$ cat src/rtl/pe_pkg.sv
// Shared types and default widths for the PE receive-sequence monitor.
// The quota constants size the per-channel receive counter.
package pe_pkg;

   localparam int NUM_SRC_DEF    = 8;
   localparam int ID_W_DEF       = 4;
   localparam int SEQ_W_DEF      = 20;
   localparam int TIME_W_DEF     = 10;
   localparam int EXPECT_NOR_DEF = 4096;
   localparam int EXPECT_DBG_DEF = 256;

   typedef enum logic [1:0] {
      CH_IDLE   = 2'd0,
      CH_ACTIVE = 2'd1,
      CH_DONE   = 2'd2
   } chan_state_e;

   // The receive counter must be able to hold the quota value itself.
   function automatic int cnt_width(input int quota);
      return $clog2(quota + 1);
   endfunction

endpackage

$ cat src/rtl/pe_rx_seq_monitor_if.sv
// Packet-in and retransmission-request bus of the receive-sequence monitor.
// slave is the monitor side; master is the packet source / packet builder side.
interface pe_rx_seq_monitor_if
   import pe_pkg::*;
#(
   parameter int ID_W  = ID_W_DEF,
   parameter int SEQ_W = SEQ_W_DEF
);
   logic             in_valid;
   logic             in_retrans;
   logic [ID_W-1:0]  in_src;
   logic [SEQ_W-1:0] in_seq;
   logic             req_valid;
   logic             req_ready;
   logic [ID_W-1:0]  req_src;
   logic [SEQ_W-1:0] req_miss;
   logic             req_timeout;

   modport master (
      output in_valid, in_retrans, in_src, in_seq, req_ready,
      input  req_valid, req_src, req_miss, req_timeout
   );

   modport slave (
      input  in_valid, in_retrans, in_src, in_seq, req_ready,
      output req_valid, req_src, req_miss, req_timeout
   );
endinterface

$ cat src/rtl/pe_rx_seq_chan.sv
// One source channel: sequence tracking, saturating miss count, receive quota,
// receive timeout and request eligibility.
module pe_rx_seq_chan
   import pe_pkg::*;
#(
   parameter int SEQ_W  = SEQ_W_DEF,
   parameter int TIME_W = TIME_W_DEF,
   parameter int CNT_W  = cnt_width(EXPECT_NOR_DEF)
) (
   input  logic             clk,
   input  logic             rst_n,
   input  logic             enable,
   input  logic             pkt_valid,
   input  logic             pkt_retrans,
   input  logic [SEQ_W-1:0] pkt_seq,
   input  logic [CNT_W-1:0] quota,
   input  logic             clr,
   output logic             eligible,
   output logic             to_flag,
   output logic             new_gap,
   output logic             done_nxt,
   output logic [SEQ_W-1:0] miss
);

   chan_state_e      state;
   logic [SEQ_W-1:0] last_seq;
   logic [CNT_W-1:0] rx_cnt;
   logic [TIME_W-1:0] timer;
   logic [TIME_W-1:0] timer_nxt;
   logic [SEQ_W-1:0] gap;
   logic [SEQ_W-1:0] miss_base;
   logic [SEQ_W-1:0] miss_nxt;
   logic [SEQ_W:0]   miss_sum;
   logic             accept;
   logic             advance;
   logic             cnt_inc;
   logic             going_done;

   always_comb begin
      // NOTE: every variable gets a default at the top so no path can infer a latch.
      accept     = pkt_valid && (state != CH_DONE);
      advance    = accept && !pkt_retrans && ((state == CH_IDLE) || (pkt_seq > last_seq));
      gap        = (state == CH_IDLE) ? pkt_seq : pkt_seq - last_seq - 1'b1;
      new_gap    = advance && (gap != '0);
      cnt_inc    = accept && (pkt_retrans || advance);
      going_done = cnt_inc && ((rx_cnt + 1'b1) == quota);
      // A handshake drops the count that was sent; a same-cycle gap starts it afresh.
      miss_base  = clr ? '0 : miss;
      miss_sum   = {1'b0, miss_base} + {1'b0, gap};
      miss_nxt   = miss_base;
      if (advance) miss_nxt = miss_sum[SEQ_W] ? '1 : miss_sum[SEQ_W-1:0];
      timer_nxt  = timer;
      if (accept || clr || (state == CH_DONE)) begin
         timer_nxt = '0;
      end else if (enable && (state == CH_ACTIVE) && (timer != '1)) begin
         timer_nxt = timer + 1'b1;
      end
   end

   // NOTE: the channel registers are ordinary flops, not a RAM, so they all take the async reset.
   always_ff @(posedge clk or negedge rst_n) begin
      if (!rst_n) begin
         state    <= CH_IDLE;
         last_seq <= '0;
         miss     <= '0;
         rx_cnt   <= '0;
         timer    <= '0;
         to_flag  <= 1'b0;
      end else begin
         // NOTE: non-blocking assignments so every register samples pre-edge values.
         if (going_done) begin
            state <= CH_DONE;
         end else if (advance && (state == CH_IDLE)) begin
            state <= CH_ACTIVE;
         end
         if (advance) last_seq <= pkt_seq;
         if (cnt_inc) rx_cnt <= rx_cnt + 1'b1;
         miss    <= miss_nxt;
         timer   <= timer_nxt;
         to_flag <= !clr && (to_flag || (timer_nxt == '1));
      end
   end

   assign eligible = (state == CH_ACTIVE) && ((miss != '0) || to_flag);
   assign done_nxt = (state == CH_DONE) || going_done;

endmodule

$ cat src/rtl/pe_rx_seq_monitor.sv
// Multi-source receive-sequence monitor: per-source channels plus a round-robin
// arbiter that issues registered retransmission requests.
module pe_rx_seq_monitor
   import pe_pkg::*;
#(
   parameter int NUM_SRC    = NUM_SRC_DEF,
   parameter int ID_W       = ID_W_DEF,
   parameter int SEQ_W      = SEQ_W_DEF,
   parameter int TIME_W     = TIME_W_DEF,
   parameter int EXPECT_NOR = EXPECT_NOR_DEF,
   parameter int EXPECT_DBG = EXPECT_DBG_DEF
) (
   input  logic               clk,
   input  logic               rst_n,
   input  logic               enable,
   input  logic               dbg_mode,
   pe_rx_seq_monitor_if.slave bus,
   output logic               miss_pulse,
   output logic [NUM_SRC-1:0] done_vec,
   output logic               all_done
);

   localparam int CNT_W = cnt_width(EXPECT_NOR);

   logic [CNT_W-1:0]   quota;
   logic [NUM_SRC-1:0] elig;
   logic [NUM_SRC-1:0] to_vec;
   logic [NUM_SRC-1:0] new_gap_vec;
   logic [NUM_SRC-1:0] done_nxt_vec;
   logic [NUM_SRC-1:0] clr_vec;
   logic [SEQ_W-1:0]   miss_arr [NUM_SRC];
   logic [ID_W-1:0]    rr_ptr;
   logic               handshake;
   logic               found;
   logic [NUM_SRC-1:0] gnt_oh;
   logic [ID_W-1:0]    gnt_src;
   logic [SEQ_W-1:0]   gnt_miss;
   logic               gnt_to;

   assign quota     = dbg_mode ? CNT_W'(EXPECT_DBG) : CNT_W'(EXPECT_NOR);
   assign handshake = bus.req_valid && bus.req_ready;

   // Sources at or above NUM_SRC match no channel and are therefore ignored.
   for (genvar i = 0; i < NUM_SRC; i++) begin : g_chan
      logic hit;
      assign hit        = bus.in_valid && (bus.in_src == ID_W'(i));
      assign clr_vec[i] = handshake && (bus.req_src == ID_W'(i));

      pe_rx_seq_chan #(
         .SEQ_W  (SEQ_W),
         .TIME_W (TIME_W),
         .CNT_W  (CNT_W)
      ) u_chan (
         .clk         (clk),
         .rst_n       (rst_n),
         .enable      (enable),
         .pkt_valid   (hit),
         .pkt_retrans (bus.in_retrans),
         .pkt_seq     (bus.in_seq),
         .quota       (quota),
         .clr         (clr_vec[i]),
         .eligible    (elig[i]),
         .to_flag     (to_vec[i]),
         .new_gap     (new_gap_vec[i]),
         .done_nxt    (done_nxt_vec[i]),
         .miss        (miss_arr[i])
      );
   end

   // Lowest eligible index at or after rr_ptr, wrapping.
   always_comb begin
      found    = 1'b0;
      gnt_oh   = '0;
      gnt_src  = '0;
      gnt_miss = '0;
      gnt_to   = 1'b0;
      for (int k = 0; k < NUM_SRC; k++) begin
         for (int i = 0; i < NUM_SRC; i++) begin
            if (!found && elig[i] && (i == (int'(rr_ptr) + k) % NUM_SRC)) begin
               found     = 1'b1;
               gnt_oh[i] = 1'b1;
            end
         end
      end
      for (int i = 0; i < NUM_SRC; i++) begin
         if (gnt_oh[i]) begin
            gnt_src  = ID_W'(i);
            gnt_miss = miss_arr[i];
            gnt_to   = to_vec[i];
         end
      end
   end

   always_ff @(posedge clk or negedge rst_n) begin
      if (!rst_n) begin
         bus.req_valid   <= 1'b0;
         bus.req_src     <= '0;
         bus.req_miss    <= '0;
         bus.req_timeout <= 1'b0;
         rr_ptr          <= '0;
         miss_pulse      <= 1'b0;
         done_vec        <= '0;
         all_done        <= 1'b0;
      end else begin
         miss_pulse <= |new_gap_vec;
         done_vec   <= done_nxt_vec;
         all_done   <= &done_nxt_vec;
         // A pending request is frozen until accepted, whatever the channel does meanwhile.
         if (handshake) begin
            bus.req_valid <= 1'b0;
            rr_ptr        <= (bus.req_src == ID_W'(NUM_SRC - 1)) ? '0 : bus.req_src + 1'b1;
         end else if (!bus.req_valid && found) begin
            bus.req_valid   <= 1'b1;
            bus.req_src     <= gnt_src;
            bus.req_miss    <= gnt_miss;
            bus.req_timeout <= gnt_to;
         end
      end
   end

endmodule

$ cat src/flat_wrapper.sv
// flat-port wrapper written by rule: the top's interface ports become plain ports
module pe_rx_seq_monitor_flat import pe_pkg::*;
#(
   parameter int NUM_SRC    = NUM_SRC_DEF,
   parameter int ID_W       = ID_W_DEF,
   parameter int SEQ_W      = SEQ_W_DEF,
   parameter int TIME_W     = TIME_W_DEF,
   parameter int EXPECT_NOR = EXPECT_NOR_DEF,
   parameter int EXPECT_DBG = EXPECT_DBG_DEF
)
  (clk, rst_n, enable, dbg_mode, miss_pulse, done_vec, all_done, bus_in_valid, bus_in_retrans, bus_in_src, bus_in_seq, bus_req_ready, bus_req_valid, bus_req_src, bus_req_miss, bus_req_timeout);
  pe_rx_seq_monitor_if #(.ID_W(ID_W), .SEQ_W(SEQ_W)) bus_i ();
  input  logic clk;
  input  logic rst_n;
  input  logic enable;
  input  logic dbg_mode;
  output logic miss_pulse;
  output logic [NUM_SRC-1:0] done_vec;
  output logic all_done;
  input wire logic [$bits(bus_i.in_valid)-1:0] bus_in_valid;
  input wire logic [$bits(bus_i.in_retrans)-1:0] bus_in_retrans;
  input wire logic [$bits(bus_i.in_src)-1:0] bus_in_src;
  input wire logic [$bits(bus_i.in_seq)-1:0] bus_in_seq;
  input wire logic [$bits(bus_i.req_ready)-1:0] bus_req_ready;
  output wire logic [$bits(bus_i.req_valid)-1:0] bus_req_valid;
  output wire logic [$bits(bus_i.req_src)-1:0] bus_req_src;
  output wire logic [$bits(bus_i.req_miss)-1:0] bus_req_miss;
  output wire logic [$bits(bus_i.req_timeout)-1:0] bus_req_timeout;
  assign bus_i.in_valid = bus_in_valid;
  assign bus_i.in_retrans = bus_in_retrans;
  assign bus_i.in_src = bus_in_src;
  assign bus_i.in_seq = bus_in_seq;
  assign bus_i.req_ready = bus_req_ready;
  assign bus_req_valid = bus_i.req_valid;
  assign bus_req_src = bus_i.req_src;
  assign bus_req_miss = bus_i.req_miss;
  assign bus_req_timeout = bus_i.req_timeout;
  pe_rx_seq_monitor #(.NUM_SRC(NUM_SRC), .ID_W(ID_W), .SEQ_W(SEQ_W), .TIME_W(TIME_W), .EXPECT_NOR(EXPECT_NOR), .EXPECT_DBG(EXPECT_DBG)) u_core (.clk(clk), .rst_n(rst_n), .enable(enable), .dbg_mode(dbg_mode), .bus(bus_i), .miss_pulse(miss_pulse), .done_vec(done_vec), .all_done(all_done));
endmodule
$ cat config.mk
export PLATFORM = sky130hd
export DESIGN_NAME = pe_rx_seq_monitor_flat
export DESIGN_NICKNAME = d
export VERILOG_FILES = /design/src/rtl/pe_pkg.sv /design/src/rtl/pe_rx_seq_monitor_if.sv /design/src/rtl/pe_rx_seq_chan.sv /design/src/rtl/pe_rx_seq_monitor.sv /design/src/flat_wrapper.sv
export SDC_FILE = /design/constraint.sdc
export NUM_CORES = 2
export LEC_CHECK = 0
export CORE_ASPECT_RATIO = 1.2
export CORE_UTILIZATION = 65
export DETAILED_ROUTE_END_ITERATION = 16
export GPL_ROUTABILITY_DRIVEN = 0
export PLACE_DENSITY = 0.82
export SLEW_MARGIN = 0
export SYNTH_ARGS = -nofsm -noshare
export SYNTH_HDL_FRONTEND = slang
export SYNTH_SLANG_ARGS = --single-unit
export TNS_END_PERCENT = 50
$ cat constraint.sdc
create_clock -name clk -period 6.2 [get_ports clk]
set_clock_uncertainty 0.2 [all_clocks]
set_input_delay 1.24 -clock clk [delete_from_list [all_inputs] [get_ports clk]]
set_output_delay 1.24 -clock clk [all_outputs]
set_load 0.005 [all_outputs]
### Word-level counts from Yosys, hierarchy flattened

Index checks and enable logic that the tools add are counted.

* add/sub/neg operators: 48
* magnitude comparators: 8
* equal/unequal tests: 118
* mux-type cells: 218
* bitwise gates (word level): 8
* reductions and logical operators: 415

Operator list (number)
* $mux 20: 40
* $reduce_bool 20->1: 16
* $logic_not 32->1: 8
* $logic_and 1x1->1: 233
* $add 20x20->21: 8
* $gt 20x20->1: 8
* $mux 10: 16
* $sub 20x1->20 const B: 8
* $sub 20x20->20: 8
* $mux 1: 138
* $eq 4x4->1 const A: 28
* $add 13x1->13 const B: 8
* $eq 13x13->1: 8
* $add 10x1->10 const B: 8
* $eq 10x10->1 const B: 8
* $ne 10x10->1 const B: 8
* $logic_not 1->1: 73
* $eq 3x4->1 const A: 14
* $logic_or 1x1->1: 56
* $mux 2: 18
* $eq 2x4->1 const A: 7
* $reduce_or 3->1: 7
* $reduce_bool 2->1: 9
* $eq 2x1->1 const B: 8
* 23 further kinds: 72

* register bits after elaboration: 566
* input port bits: 31
* output and inout port bits: 36
* word-level logic and storage cells: 871

### Depth between registers and ports, before layout

* depth in word-level cells: 260
* gate-level depth with buffers: 22
* gate-level depth less buffers: 21

### Hierarchy

Synthesis repeated with hierarchy kept, for this count alone.

* cell total of the unflattened synthesis: 6511
* area total of the unflattened synthesis: 53971.8 µm²

Modules (own cells, without submodules)
* pe_rx_seq_chan at u_core.g_chan[0].u_chan ...: times used 6, cells an instance 757, area each 6339.8 µm², sequential area each 1651.6 µm²
* pe_rx_seq_chan at u_core.g_chan[1].u_chan: times used 1, cells an instance 720, area each 6002.0 µm², sequential area each 1651.6 µm²
* pe_rx_seq_chan at u_core.g_chan[7].u_chan: times used 1, cells an instance 665, area each 5661.7 µm², sequential area each 1651.6 µm²
* pe_rx_seq_monitor: times used 1, cells an instance 584, area each 4269.1 µm², sequential area each 950.9 µm²

### Least setup slack after synthesis

Ideal clock, no wire load.

* kind: in2reg
* from: input bus_in_seq[1]
* to: register u_core.g_chan[5].u_chan.miss[10]
* library setup time: 0.146 ns
* arrival: 5.911 ns
* required time: 5.854 ns
* path slack: -0.057 ns
* stages on the path: 20
* path buffers: 2
* cell sequence: clkbuf_1 > inv_1 > fa_1 > nor2b_1 > o21ai_0 > a21oi_1 > o31ai_1 > nor3b_1 > o31ai_1 > ha_1 > and3_1 > o211ai_1 > a41o_1 > o211ai_1 > o41a_1 > a21oi_1 > o21bai_1 > a211oi_1 > clkbuf_1 > a22oi_1

* word-level cells in the longest chain between the ends: 6
* elaborated cells between the ends (all ways): 9
* those cells by class: add/sub: 3; order compare: 1; mux: 3; reduce/logical: 2

RTL lines
* start, declared: RTL line flat_wrapper.sv:23 `input wire logic [$bits(bus_i.in_seq)-1:0] bus_in_seq;`
* $sub 20x20->20: RTL line pe_rx_seq_chan.sv:43 `gap = (state == CH_IDLE) ? pkt_seq : pkt_seq - last_seq - 1'b1;`
* $sub 20x1->20: RTL line pe_rx_seq_chan.sv:43
* $mux 20: RTL line pe_rx_seq_chan.sv:43
* $add 20x20->21: RTL line pe_rx_seq_chan.sv:49 `miss_sum = {1'b0, miss_base} + {1'b0, gap};`
* $mux 20: RTL line pe_rx_seq_chan.sv:51 `if (advance) miss_nxt = miss_sum[SEQ_W] ? '1 : miss_sum[SEQ_W-1:0];`
* $mux 20 (*): RTL line pe_rx_seq_chan.sv:51
* net u_core.g_chan[5].u_chan.miss_nxt[10]: RTL line pe_rx_seq_chan.sv:32 `logic [SEQ_W-1:0] miss_nxt;`
* end signal, assigned: RTL line pe_rx_seq_chan.sv:78 `miss <= miss_nxt;`
* end, declared: RTL line pe_rx_seq_chan.sv:22 `output logic [SEQ_W-1:0] miss`

Mark *: on every way through the listed nets, which the timed path passes. The rest lies on a longest branch.
A chain may end at the register's enable or synchronous reset.

### Final worst setup path

* from: input bus_in_seq[0]
* to: register u_core.g_chan[1].u_chan.miss[5]

* word-level cells in the longest chain between the ends: 6
* elaborated cells between the ends (all ways): 9
* those cells by class: add/sub: 3; order compare: 1; mux: 3; reduce/logical: 2

RTL lines (RTL line)
* $sub 20x20->20: pe_rx_seq_chan.sv:43
* $sub 20x1->20: pe_rx_seq_chan.sv:43
* $mux 20: pe_rx_seq_chan.sv:43
* $add 20x20->21: pe_rx_seq_chan.sv:49
* $mux 20: pe_rx_seq_chan.sv:51
* $mux 20 (*): pe_rx_seq_chan.sv:51
* net u_core.g_chan[1].u_chan.miss_nxt[5]: pe_rx_seq_chan.sv:32
* end signal, assigned: pe_rx_seq_chan.sv:78
* end, declared: pe_rx_seq_chan.sv:22

Marks and branches as above.

==> impl_metrics.py <==
metrics = {
    "worst_setup_path": {
        "crit_buf_inv": 6,
        "crit_slowest_cell": "clkdlybuf4s50_1",
        "path_max_fanout": 13,
        "criticalPathCategory": "primary input to flip-flop",
        "cp.required_ps": 6530,
        "cp-startpoint": "bus_in_seq[0]",
        "cpLargestDelayFamily": "compound AO/OA/AOI/OAI gates",
        "critical_path_depth": 23,
        "reg2regPathDepth": 12,
        "r2r_setup_slack_ps": 310,
        "r2r-end": "u_core.bus.req_miss[11]$_DFFE_PN0P_",
        "r2r-start": "u_core.g_chan[5].u_chan.miss[4]$_DFF_PN0_",
        "critPathCaptureType": "flip-flop",
        "critPathLaunchType": "primary input",
        "cp-endpoint": "u_core.g_chan[1].u_chan.miss[5]$_DFF_PN0_",
        "cp.arrival_ps": 6240,
        "max_stage_delay_ps": 510,
        "path_cells": "clkdlybuf4s50_1 -> buf_12 -> buf_4 -> ha_1 -> inv_1 -> fa_1 -> nor2b_1 -> o21ai_0 -> nor3b_1 -> o31ai_2 -> ha_1 -> inv_1 -> o21bai_1 -> a2111oi_0 -> nor3_1 -> a41oi_1 -> a31oi_1 -> a41o_1 -> nor4_1 -> nor2_1 -> buf_12 -> nor3_1 -> nor2_1",
    },
    "logic_synthesis": {
        "yosysWarnings": 0,
        "async_flop_share_pct": 100,
        "syn_area_um2": 45100,
        "synth_ff_type": "dfrtp_1",
        "synth-seq-cells": 566,
        "synth_top_area_share_pct": 31.4,
        "yosys-top-cells-area": "dfrtp_1 31%, ha_1 10%, nand2_1 4.7%",
        "synth.avg_cell_area_um2": 8.23,
        "synth_edf_count": 0,
        "synth.largest_area_cell": "dfrtp_1",
        "syn-instance-count": 5472,
        "ys_seq_area_share_pct": 31.4,
        "synth_nets": 5879,
        "synthDistinctLibCells": 103,
    },
    "clock_tree": {
        "cts_setup_buffers": 0,
        "clockBufferDepth": 3,
        "clock_tree.root_cell": "clkbuf_16",
        "clock_latency_ps": 660,
        "htree_levels": 2,
        "cts_tree": "built",
        "cts.sinks": 566,
        "clk_pin_slew_ps": 60,
        "cts_inserted_buffers": 60,
    },
    "die": {
        "core_um2": 68400,
        "ios": 67,
        "start_util_pct": 65.8,
        "dieWidth_um": 242,
        "dieHeight_um": 290,
        "rows": 105,
        "die_area_um2": 70400,
    },
    "routing": {
        "drc": 0,
        "via_per_inst": 6.62,
        "drt_pass1_iterations": 11,
        "antenna_left": 0,
        "routedWlPerCell_um": 22.3,
        "drt_iter0_markers": 5645,
        "vias": 44600,
        "finalWirelength_um": 150000,
    },
    "final_layout": {
        "nFillCells": 5043,
        "area_delta_synth_final_pct": 14.5,
        "final_nets": 6185,
        "drive_above_1_share_pct": 11.0,
    },
    "timing": {
        "finalSetupViolCount": 0,
        "slew_violations": 0,
        "holdWs_ps": 286,
        "fin_setup_tns_ps": 0,
        "fmax_mhz": 169,
        "hold_violations": 0,
        "period_needed_ps": 5910,
        "slew_headroom_pct": 18.7,
        "worst_pin_slew_ps": 1190,
        "min_period_over_period_pct": 95.3,
    },
    "global_route": {
        "antenna_found_initial": 5,
        "overflow": 0,
        "grt_first_pass_wirelength_um": 232000,
        "first_global_vias": 42300,
        "grtUsageTotal_pct": 41.8,
        "grt_max_degree": 107,
    },
    "min_path": {
        "hp-class": "flip-flop to flip-flop",
    },
    "placed_design": {
        "place.port_buffers": 65,
        "place.detailed.hpwl_um": 113000,
    },
    "outcome": {
        "status": "completed",
    },
    "flow_run": {
        "cap_violations": 0,
    },
    "power": {
        "peakVddDrop_uv": 258,
        "p_leak_nw": 24.5,
        "p_per_area_nw_per_um2": 413,
        "p_total_w": 0.0213,
    },
}
-- sequential cells by signal, summed over array words and instances, names as in the netlist --
register                       count
u_core.g_chan.u_chan.state        16
u_core.bus.req_src                 3
u_core.bus.req_valid               1
u_core.g_chan.u_chan.rx_cnt      104
u_core.done_vec                    8
u_core.all_done                    1
u_core.bus.req_timeout             1
u_core.g_chan.u_chan.timer        80
u_core.rr_ptr                      3
u_core.g_chan.u_chan.to_flag       8
u_core.bus.req_miss               20
u_core.g_chan.u_chan.last_seq    160
u_core.g_chan.u_chan.miss        160
u_core.miss_pulse                  1
-- per-stage QoR --
stage                     setup slack, ps  area (µm²)  instances  utilization, %
after floorplan                      25.5       45100       5472               -
after global placement              -65.0       49400       6625            72.2
after detailed placement             -176       49400       6625            72.2
after CTS                             396       51600       6735            75.3
after global routing                -6.43       51600       6735            75.4
final                                 293       51600       6739            75.4
-- power breakdown --
| part | internal (W) | switching, W | leakage [nW] |
|---|---|---|---|
| clock network | 0.00245 | 0.00160 | 1.07 |
| registers | 0.00450 | 0.00116 | 7.19 |
| logic | 0.00494 | 0.00665 | 16.2 |
-- routing by layer --
metal	up-vias	routed length, µm	GRT usage [%]
met2	2645	63200	63.3
met3	717	18000	10.7
met1	21000	55800	52.2
met5	-	12	0
met4	2	13400	29.5
li1	20300	-	-
-- cell families (layout without fill, tap and decap cells) --
logic type | count (synthesis) | count (layout) | synth area share (%)
and+or+nand+nor | 1991 | 1991 | 21.5
adders and majority gates | 377 | 377 | 10.7
AOI/OAI and AO/OA | 1490 | 1490 | 21.7
DFF | 566 | 566 | 31.4
other | 1 | 5 | 0.00832
muxes | 89 | 89 | 2.17
buffers and inverters | 574 | 928 | 4.90
xor gates and xnor gates | 384 | 384 | 7.46
-- final cells by class --
| cell class | instances | area, µm² | share of cell area, % |
|---|---|---|---|
| Timing Repair Buffer | 462 | 3990 | 7.73 |
| Tap cell | 909 | 1140 | 2.20 |
| Sequential cell | 566 | 14200 | 27.5 |
| Inverter | 356 | 1340 | 2.59 |
| Antenna cell | 4 | 10.0 | 0.0194 |
| Clock buffer | 82 | 1710 | 3.31 |
| Multi-Input combinational cell | 4332 | 28800 | 55.8 |
| Clock inverter | 28 | 474 | 0.919 |
-- cell usage in the layout (no fill, tap or decap), types with 33 or more instances in the layout --
cell	netlist	final
clkbuf_16	0	61
ha_1	360	360
buf_4	8	368
a2bb2oi_1	43	43
a21o_1	99	99
a221oi_1	39	39
and3_1	53	53
clkdlybuf4s50_1	0	62
xnor2_1	208	208
mux2_2	57	57
and2_1	125	125
inv_1	356	356
nor4_1	54	54
a211oi_1	40	37
o21bai_1	34	34
nand2_1	568	568
xor2_1	176	176
nand2b_1	46	46
nor2_1	478	478
a31oi_1	65	62
a22oi_1	52	52
a21oi_1	390	387
or3_1	59	59
nand3_1	149	149
o21a_1	55	55
or2_2	33	33
dfrtp_1	566	566
nand4_1	112	112
o21ai_0	342	342
nor2b_1	57	57
nor3_1	147	146
-- synth_stat cells (57+ instances only) --
master and n:
ha_1 360, nor2_1 478, o21ai_0 342, inv_1 356, and2_1 125, a21oi_1 390
a31oi_1 65, mux2_2 57, nor2b_1 57, xnor2_1 208, nand4_1 112, xor2_1 176
nand2_1 568, or3_1 59, clkbuf_1 176, nor3_1 147, nand3_1 149, dfrtp_1 566
a21o_1 99
-- tightest hold or removal path, cell delays in order, from the launching register on --
cell,delay (ps)
dfrtp_1,340
nand2_1,50
o21ai_0,60
-- how the worst min path moves through the flow --
stage | from | to | slack, ps | cells after the start
final | u_core.g_chan[5].u_chan.last_seq[10]$_DFFE_PN0P_ | u_core.g_chan[5].u_chan.last_seq[10]$_DFFE_PN0P_ | 290 | 2
after floorplan | u_core.g_chan[2].u_chan.rx_cnt[12]$_DFFE_PN0P_ | u_core.g_chan[2].u_chan.rx_cnt[12]$_DFFE_PN0P_ | 250 | 1
after detailed placement | u_core.g_chan[2].u_chan.rx_cnt[12]$_DFFE_PN0P_ | u_core.g_chan[2].u_chan.rx_cnt[12]$_DFFE_PN0P_ | 260 | 1
after CTS | u_core.g_chan[2].u_chan.rx_cnt[12]$_DFFE_PN0P_ | u_core.g_chan[2].u_chan.rx_cnt[12]$_DFFE_PN0P_ | 280 | 1
after global placement | u_core.g_chan[5].u_chan.last_seq[10]$_DFFE_PN0P_ | u_core.g_chan[5].u_chan.last_seq[10]$_DFFE_PN0P_ | 260 | 2
after global routing | u_core.g_chan[2].u_chan.rx_cnt[12]$_DFFE_PN0P_ | u_core.g_chan[2].u_chan.rx_cnt[12]$_DFFE_PN0P_ | 310 | 1
-- timing repair --
action | CTS | global route
hold buffers | 0 | 0
hold endpoints to repair | 0 | 0
endpoints found under the setup margin | 0 | 13
resized for setup | 0 | 2
Power figures use the tool's default switching activity.
